**src/rtl/arb_pkg.sv**
```systemverilog
// Shared arbitration-mode encodings for the request arbiter slice.
package arb_pkg;

  localparam int ARB_FIXED = 0;
  localparam int ARB_RR    = 1;

endpackage

```
**src/rtl/rotating_prio_search.sv**
```systemverilog
// Combinational search for the first set bit of vec, scanning upward from
// start and wrapping from N-1 back to 0.
module rotating_prio_search #(
  parameter  int N  = 8,
  localparam int IW = $clog2(N)
) (
  input  logic [N-1:0]  vec,
  input  logic [IW-1:0] start,
  output logic          found,
  output logic [IW-1:0] idx
);

  int unsigned cand;

  always_comb begin
    found = 1'b0;
    idx   = '0;
    cand  = 0;
    for (int unsigned k = 0; k < N; k++) begin
      // start is always < N, so a single subtraction completes the wrap
      cand = 32'(start) + k;
      if (cand >= N) cand = cand - N;
      if (vec[cand]) begin
        found = 1'b1;
        idx   = IW'(cand);
        break;
      end
    end
  end

endmodule

```
**src/rtl/rr_priority_arbiter.sv**
```systemverilog
// Registered N-way arbiter with valid/ready hold; fixed-priority or
// round-robin selection chosen by MODE.
module rr_priority_arbiter
  import arb_pkg::*;
#(
  parameter  int N    = 8,
  parameter  int MODE = ARB_FIXED,
  localparam int IW   = $clog2(N)
) (
  input  logic          clk,
  input  logic          rst_n,
  input  logic [N-1:0]  req,
  output logic          out_valid,
  input  logic          out_ready,
  output logic [IW-1:0] out_idx,
  output logic [N-1:0]  out_onehot
);

  logic          valid_q, valid_d;
  logic [IW-1:0] idx_q, idx_d;
  logic [N-1:0]  onehot_q, onehot_d;
  logic [IW-1:0] ptr_q, ptr_d;

  logic          accept, load;
  logic [IW-1:0] idx_inc, start;
  logic          sel_found;
  logic [IW-1:0] sel_idx;

  assign accept  = valid_q & out_ready;
  assign load    = ~valid_q | accept;
  // Explicit wrap so non-power-of-two N never produces index N
  assign idx_inc = (idx_q == IW'(N - 1)) ? '0 : idx_q + 1'b1;

  always_comb begin
    start = '0;
    if (MODE == ARB_RR) start = accept ? idx_inc : ptr_q;
  end

  rotating_prio_search #(.N(N)) u_search (
    .vec   (req),
    .start (start),
    .found (sel_found),
    .idx   (sel_idx)
  );

  always_comb begin
    valid_d  = valid_q;
    idx_d    = idx_q;
    onehot_d = onehot_q;
    ptr_d    = ptr_q;
    if (load) begin
      valid_d  = sel_found;
      idx_d    = sel_found ? sel_idx : '0;
      onehot_d = sel_found ? ({{(N-1){1'b0}}, 1'b1} << sel_idx) : '0;
    end
    if (MODE == ARB_RR && accept) ptr_d = idx_inc;
  end

  always_ff @(posedge clk or negedge rst_n) begin
    if (!rst_n) begin
      valid_q  <= 1'b0;
      idx_q    <= '0;
      onehot_q <= '0;
      ptr_q    <= '0;
    end else begin
      valid_q  <= valid_d;
      idx_q    <= idx_d;
      onehot_q <= onehot_d;
      ptr_q    <= ptr_d;
    end
  end

  assign out_valid  = valid_q;
  assign out_idx    = idx_q;
  assign out_onehot = onehot_q;

endmodule

```
**config.mk**
```make
export PLATFORM = sky130hd
export DESIGN_NAME = rr_priority_arbiter
export DESIGN_NICKNAME = d
export VERILOG_FILES = /design/src/rtl/arb_pkg.sv /design/src/rtl/rotating_prio_search.sv /design/src/rtl/rr_priority_arbiter.sv
export SDC_FILE = /design/constraint.sdc
export NUM_CORES = 1
export LEC_CHECK = 0
export CAP_MARGIN = 20
export CORE_MARGIN = 4
export CORE_UTILIZATION = 39
export DETAILED_ROUTE_END_ITERATION = 16
export PLACE_DENSITY_LB_ADDON = 0.15
export SYNTH_ARGS = -nofsm -noshare
export SYNTH_HDL_FRONTEND = slang
export SYNTH_SLANG_ARGS = --single-unit
export TNS_END_PERCENT = 5
```
**constraint.sdc**
```tcl
create_clock -name clk -period 1.37 [get_ports clk]
set_clock_uncertainty 0.05 [all_clocks]
set_input_delay 0.274 -clock clk [delete_from_list [all_inputs] [get_ports clk]]
set_output_delay 0.274 -clock clk [all_outputs]
set_load 0.005 [all_outputs]
```
# == Word-level counts from Yosys, hierarchy flattened ==
# Cells that the tools add are included.
# word_totals
inputBits,11
reg_bits,12
elab_cells,117
out_inout_bits,12
# op_classes
n_mux,103
shift,1
magnitude_cmp,7
bitwise,3
# ops
cell,count
32-bit 2-to-1 mux,28
"32-bit by 4-bit less-than comparator with 1-bit output, second input constant",7
3-bit 2-to-1 mux,21
1-bit 2-to-1 mux,46
1-bit binary-select mux with 3-bit select,7
8-bit 2-to-1 mux,1
"1-bit by 3-bit << shifter with 8-bit output, first input constant",1
1-bit AND,1
1-bit NOT,1
1-bit bitwise OR,1

# == Depth between registers and ports, before layout ==
# depth
ltp_word,80
ltp_mapped,5
ltp_nobuf,4

# == Cells and area by module ==
# Synthesis repeated with hierarchy kept, for this count alone.
# unflattened
cells_unflattened,155
hier_area_um2,1463.9
# by_module_without_submodules
mod,seq_area_each_um2,area_per_inst_um2,n_inst,cells_per_inst
rotating_prio_search,0.0,924.6,1,108
rr_priority_arbiter,300.3,539.3,1,47

# == Least setup slack after synthesis ==
# No wires, ideal clock.
# synth_timing
path_kind,input to register
from,in req[3]
to,reg onehot_q[4] (netlist: out_onehot[4])
required_time_ps,1243
n_path_buf,0
setup_time_ps,77
slack_ps,155
path_stages,4
arrival_ps,1087
path_cell_list,or4_4 > nor2_4 > nand2_1 > o21ai_1
# synth_via
elab_chain_len,24
elab_cells_between_ends,74
cone_classes,1 x shift; 73 x mux
# synth_rtl
item,line,rtl
start: declaration,rr_priority_arbiter.sv:12,"input logic [N-1:0] req,"
1-bit binary-select mux with 3-bit select,rotating_prio_search.sv:23,if (vec[cand]) begin
1-bit 2-to-1 mux (not written as such),rotating_prio_search.sv:23,
3-bit 2-to-1 mux,rotating_prio_search.sv:23,
3-bit 2-to-1 mux,--,
3-bit 2-to-1 mux,rotating_prio_search.sv:23,
3-bit 2-to-1 mux (2 in series),rotating_prio_search.sv:19,for (int unsigned k = 0; k < N; k++) begin
3-bit 2-to-1 mux,rotating_prio_search.sv:23,
3-bit 2-to-1 mux (3 in series),rotating_prio_search.sv:19,
3-bit 2-to-1 mux (4 in series),rotating_prio_search.sv:23,
3-bit 2-to-1 mux (7 in series),rotating_prio_search.sv:19,
1-bit by 3-bit << shifter with 8-bit output,rr_priority_arbiter.sv:54,"onehot_d = sel_found ? ({{(N-1){1'b0}}, 1'b1} << sel_idx) : '0;"
8-bit 2-to-1 mux (*),rr_priority_arbiter.sv:54,
end signal: assignment,rr_priority_arbiter.sv:68,onehot_q <= onehot_d;
end: declaration,rr_priority_arbiter.sv:21,"logic [N-1:0] onehot_q, onehot_d;"
# Mark *: on every way between the ends. The rest lies on a longest branch, timed or not. The select of a mux whose other input is x is not followed.
# A chain may end at the register's enable or synchronous reset.

# == Worst setup path in the final report ==
# layout_timing
from,in req[7]
to,reg idx_q[0] (netlist: out_idx[0])
# layout_via
elab_chain_len,23
elab_cells_between_ends,73
cone_classes,73 x mux
# layout_rtl
item,line,rtl
1-bit binary-select mux with 3-bit select,rotating_prio_search.sv:23,
1-bit 2-to-1 mux (not written as such),rotating_prio_search.sv:23,
3-bit 2-to-1 mux,rotating_prio_search.sv:23,
3-bit 2-to-1 mux,--,
3-bit 2-to-1 mux,rotating_prio_search.sv:23,
3-bit 2-to-1 mux (2 in series),rotating_prio_search.sv:19,
3-bit 2-to-1 mux,rotating_prio_search.sv:23,
3-bit 2-to-1 mux (3 in series),rotating_prio_search.sv:19,
3-bit 2-to-1 mux (4 in series),rotating_prio_search.sv:23,
3-bit 2-to-1 mux (7 in series),rotating_prio_search.sv:19,
3-bit 2-to-1 mux (*),rr_priority_arbiter.sv:53,idx_d = sel_found ? sel_idx : '0;
end signal: assignment,rr_priority_arbiter.sv:67,idx_q <= idx_d;
end: declaration,rr_priority_arbiter.sv:20,"logic [IW-1:0] idx_q, idx_d;"
# Marked as above.

==> run summary <==
Status = finished, final reports clean
Via density = 5.08
Total GRT Usage = 13.0%
Worst-case setup slack after placement = -392 ps
Final ANT Viol Nets = 0
Period utilisation layout = 97.6%
Fin. Hold Viols = 0
H-tree depth = 1
Post-Synthesis Cell Area = 539 um^2
Total setup buffers inserted after CTS = 0
CTS buffer count = 3
Hold Crit Class = input port to asynchronous set/reset pin
CP Depth = 5
First-pass detailed-route iteration total = 4
Initial Util = 41.4%
Worst Setup Start Kind = input port
Period minus WS final = 1340 ps
Max_slew headroom = 75.2%
Post-Syn Instances = 51
Dominant cell type by area after synthesis = dfrtp_1
Unique cell type count in the Yosys netlist = 19
RSZ-0062 raised after global routing = true
Longest Clk Path Bufs = 2
Final hold slack = 247 ps
Leak Pwr = 0.000438 uW
Reg2Reg Depth = 3
DP HPWL = 941 um
Clock Latency Late Sink = 270 ps
DR WL/cell = 12.4 um
Port buffer count = 22
Synth top area share = 55.7%
Syn Area/Cell = 10.6 um^2
Max Fclk = 748 MHz
R2R Path End = out_onehot[0]
Critical path endpoint category = flop
Commonest non-fill, non-tap cell in the layout = dlygate4sd2_1
Fin. max-slew vios = 0
Share of cells above drive strength 1 = 27.1%
Die Width = 45.2 um
Met2 WL post-DR = 583 um
Placed cells = 97
CP Cell Sequence = clkdlybuf4s50_1 -> nor2b_1 -> o21ai_0 -> o21ai_1 -> mux2_2
CTS sink cnt = 12
Antenna violations before repair = 0
Worst Setup EP = out_idx[0]
Diode count = 0
Slowest CP cell = clkdlybuf4s50_1
Global route total overflow = 0
Synth area leaders = dfrtp_1 (56%), nand2_1 (7.0%), mux2_2 (4.2%)
Largest fanout on the critical path = 5
Cell Count, Final, Fillers Out = 100
Nets = 98
Sequential-to-total area share from yosys stat = 55.7%
Synthesized flop and latch total = 12
PD cells = 831 mW/mm^2
Max IR drop VDD = 0.735 mV
Vias = 508
Final setup violation count = 0
# Max-Cap Violations = 0
CTS tree = done
Metal1 wirelength = 543 um
Tot Pwr = 726 uW
Worst-Margin Slew = 369 ps
Setup TNS = 0 ps
Placement Rows = 13
Worst path max stage delay = 420 ps
Final wirelength = 1.24 mm
Reg2reg start = out_valid
Routed met3 length = 81 um
Required time worst endpoint = 1480 ps
Critical path's top delay family = buffers and inverters
Commonest cells after routing, fill and taps aside = dlygate4sd2_1 (16), dfrtp_1 (12), buf_4 (11), nand2_1 (10), clkdlybuf4s50_1 (4)
Drt drc = 0
Final Worst Setup Slack = 33.0 ps
Root buf cell = clkbuf_4
DRT iter0 DRCs = 11
CP bufs+invs = 1
Die Area = 0.00204 mm^2
Number of global-route vias before repair = 460
Clk slew on worst S/H paths = 70 ps
Worst Setup SP = req[7]
Hold-fix buffers, CTS = 0
First-pass GRT wire length = 1.91 mm
Die Span Y = 45.2 um
Gpl congestion = 0.807
Total core area = 0.00130 mm^2
Area growth from synthesis to layout = 61.9%
# IOs = 23
Total nets after synthesis = 62
Largest net degree at the start of global routing = 13
R2r setup slk = 200 ps
Critical Path AT = 1440 ps
Top sig layer = met4
Synth warn = 0
Setup CP Type = input port to flop
## cells by family after synthesis
| group | after synthesis | synth area share [%] |
|---|---|---|
| AO/OA/AOI/OAI | 12 | 14.8 |
| multiplexers | 2 | 4.18 |
| flip-flops | 12 | 55.7 |
| buffers and inverters | 3 | 3.48 |
| AND/OR/NAND/NOR | 22 | 21.8 |
## worst min-delay path by stage
stage | startpoint | endpoint | slack (ps)
after floorplan | rst_n | out_idx[0] | -70
after global placement | out_onehot[1] | out_onehot[1] | 410
after detailed placement | out_onehot[2] | out_onehot[2] | 420
after CTS | rst_n | out_onehot[4] | 260
after global routing | rst_n | out_onehot[4] | 250
final | rst_n | out_onehot[4] | 250
## Yosys cell counts
master and instances:
nor2_4 1, mux2_2 2, dfrtp_1 12, nor3_1 3
nand2_1 10, or4b_2 1, a21oi_1 1, a32o_1 2
buf_4 2, o31ai_1 1, or4_4 1, nand2b_1 1
o41ai_1 2, or2_2 1, o21ai_0 4, o21ai_1 2
nor2b_1 2, nor2_1 2, inv_1 1
## flip-flops by register name, summed over array words and instances, names as in the netlist
signal      flops
out_onehot      8
out_idx         3
out_valid       1
## per-layer routing
metal,up-vias,global-route usage [%]
li1,258,-
met1,226,17.5
met2,20,19.5
met3,4,3.59
met4,0,5.26
met5,-,0
## worst reg2reg max path: stages, from the launching register on
cell and delay, ps:
dfrtp_1 330, nor2b_1 120, buf_4 200, mux2_2 350
## final cells by class
class	instances	area, um^2
fillers	116	428
flip-flops and latches	12	300
repair buffers	33	288
multi-input cells	36	240
clock buffers	3	22.5
well taps	15	18.8
inverters	1	3.75
## where the power goes
part	switching, uW	internal, uW
Clock	109	102
Combinational	60.4	77.3
Sequential	7.11	370
## metrics by stage
stage / cell area [um^2] / util [%]
after floorplan: 539 / -
after CTS: 848 / 65.2
after detailed placement: 846 / 65.0
after global routing: 873 / 67.1
after global placement: 846 / 65.0
final: 873 / 67.1
## what timing repair did
action | in CTS | in global routing
endpoints found under the setup margin | 21 | 2
pin swaps | 1 | 3
gates resized for setup | 17 | 7
(Power assumes the default switching activity.)
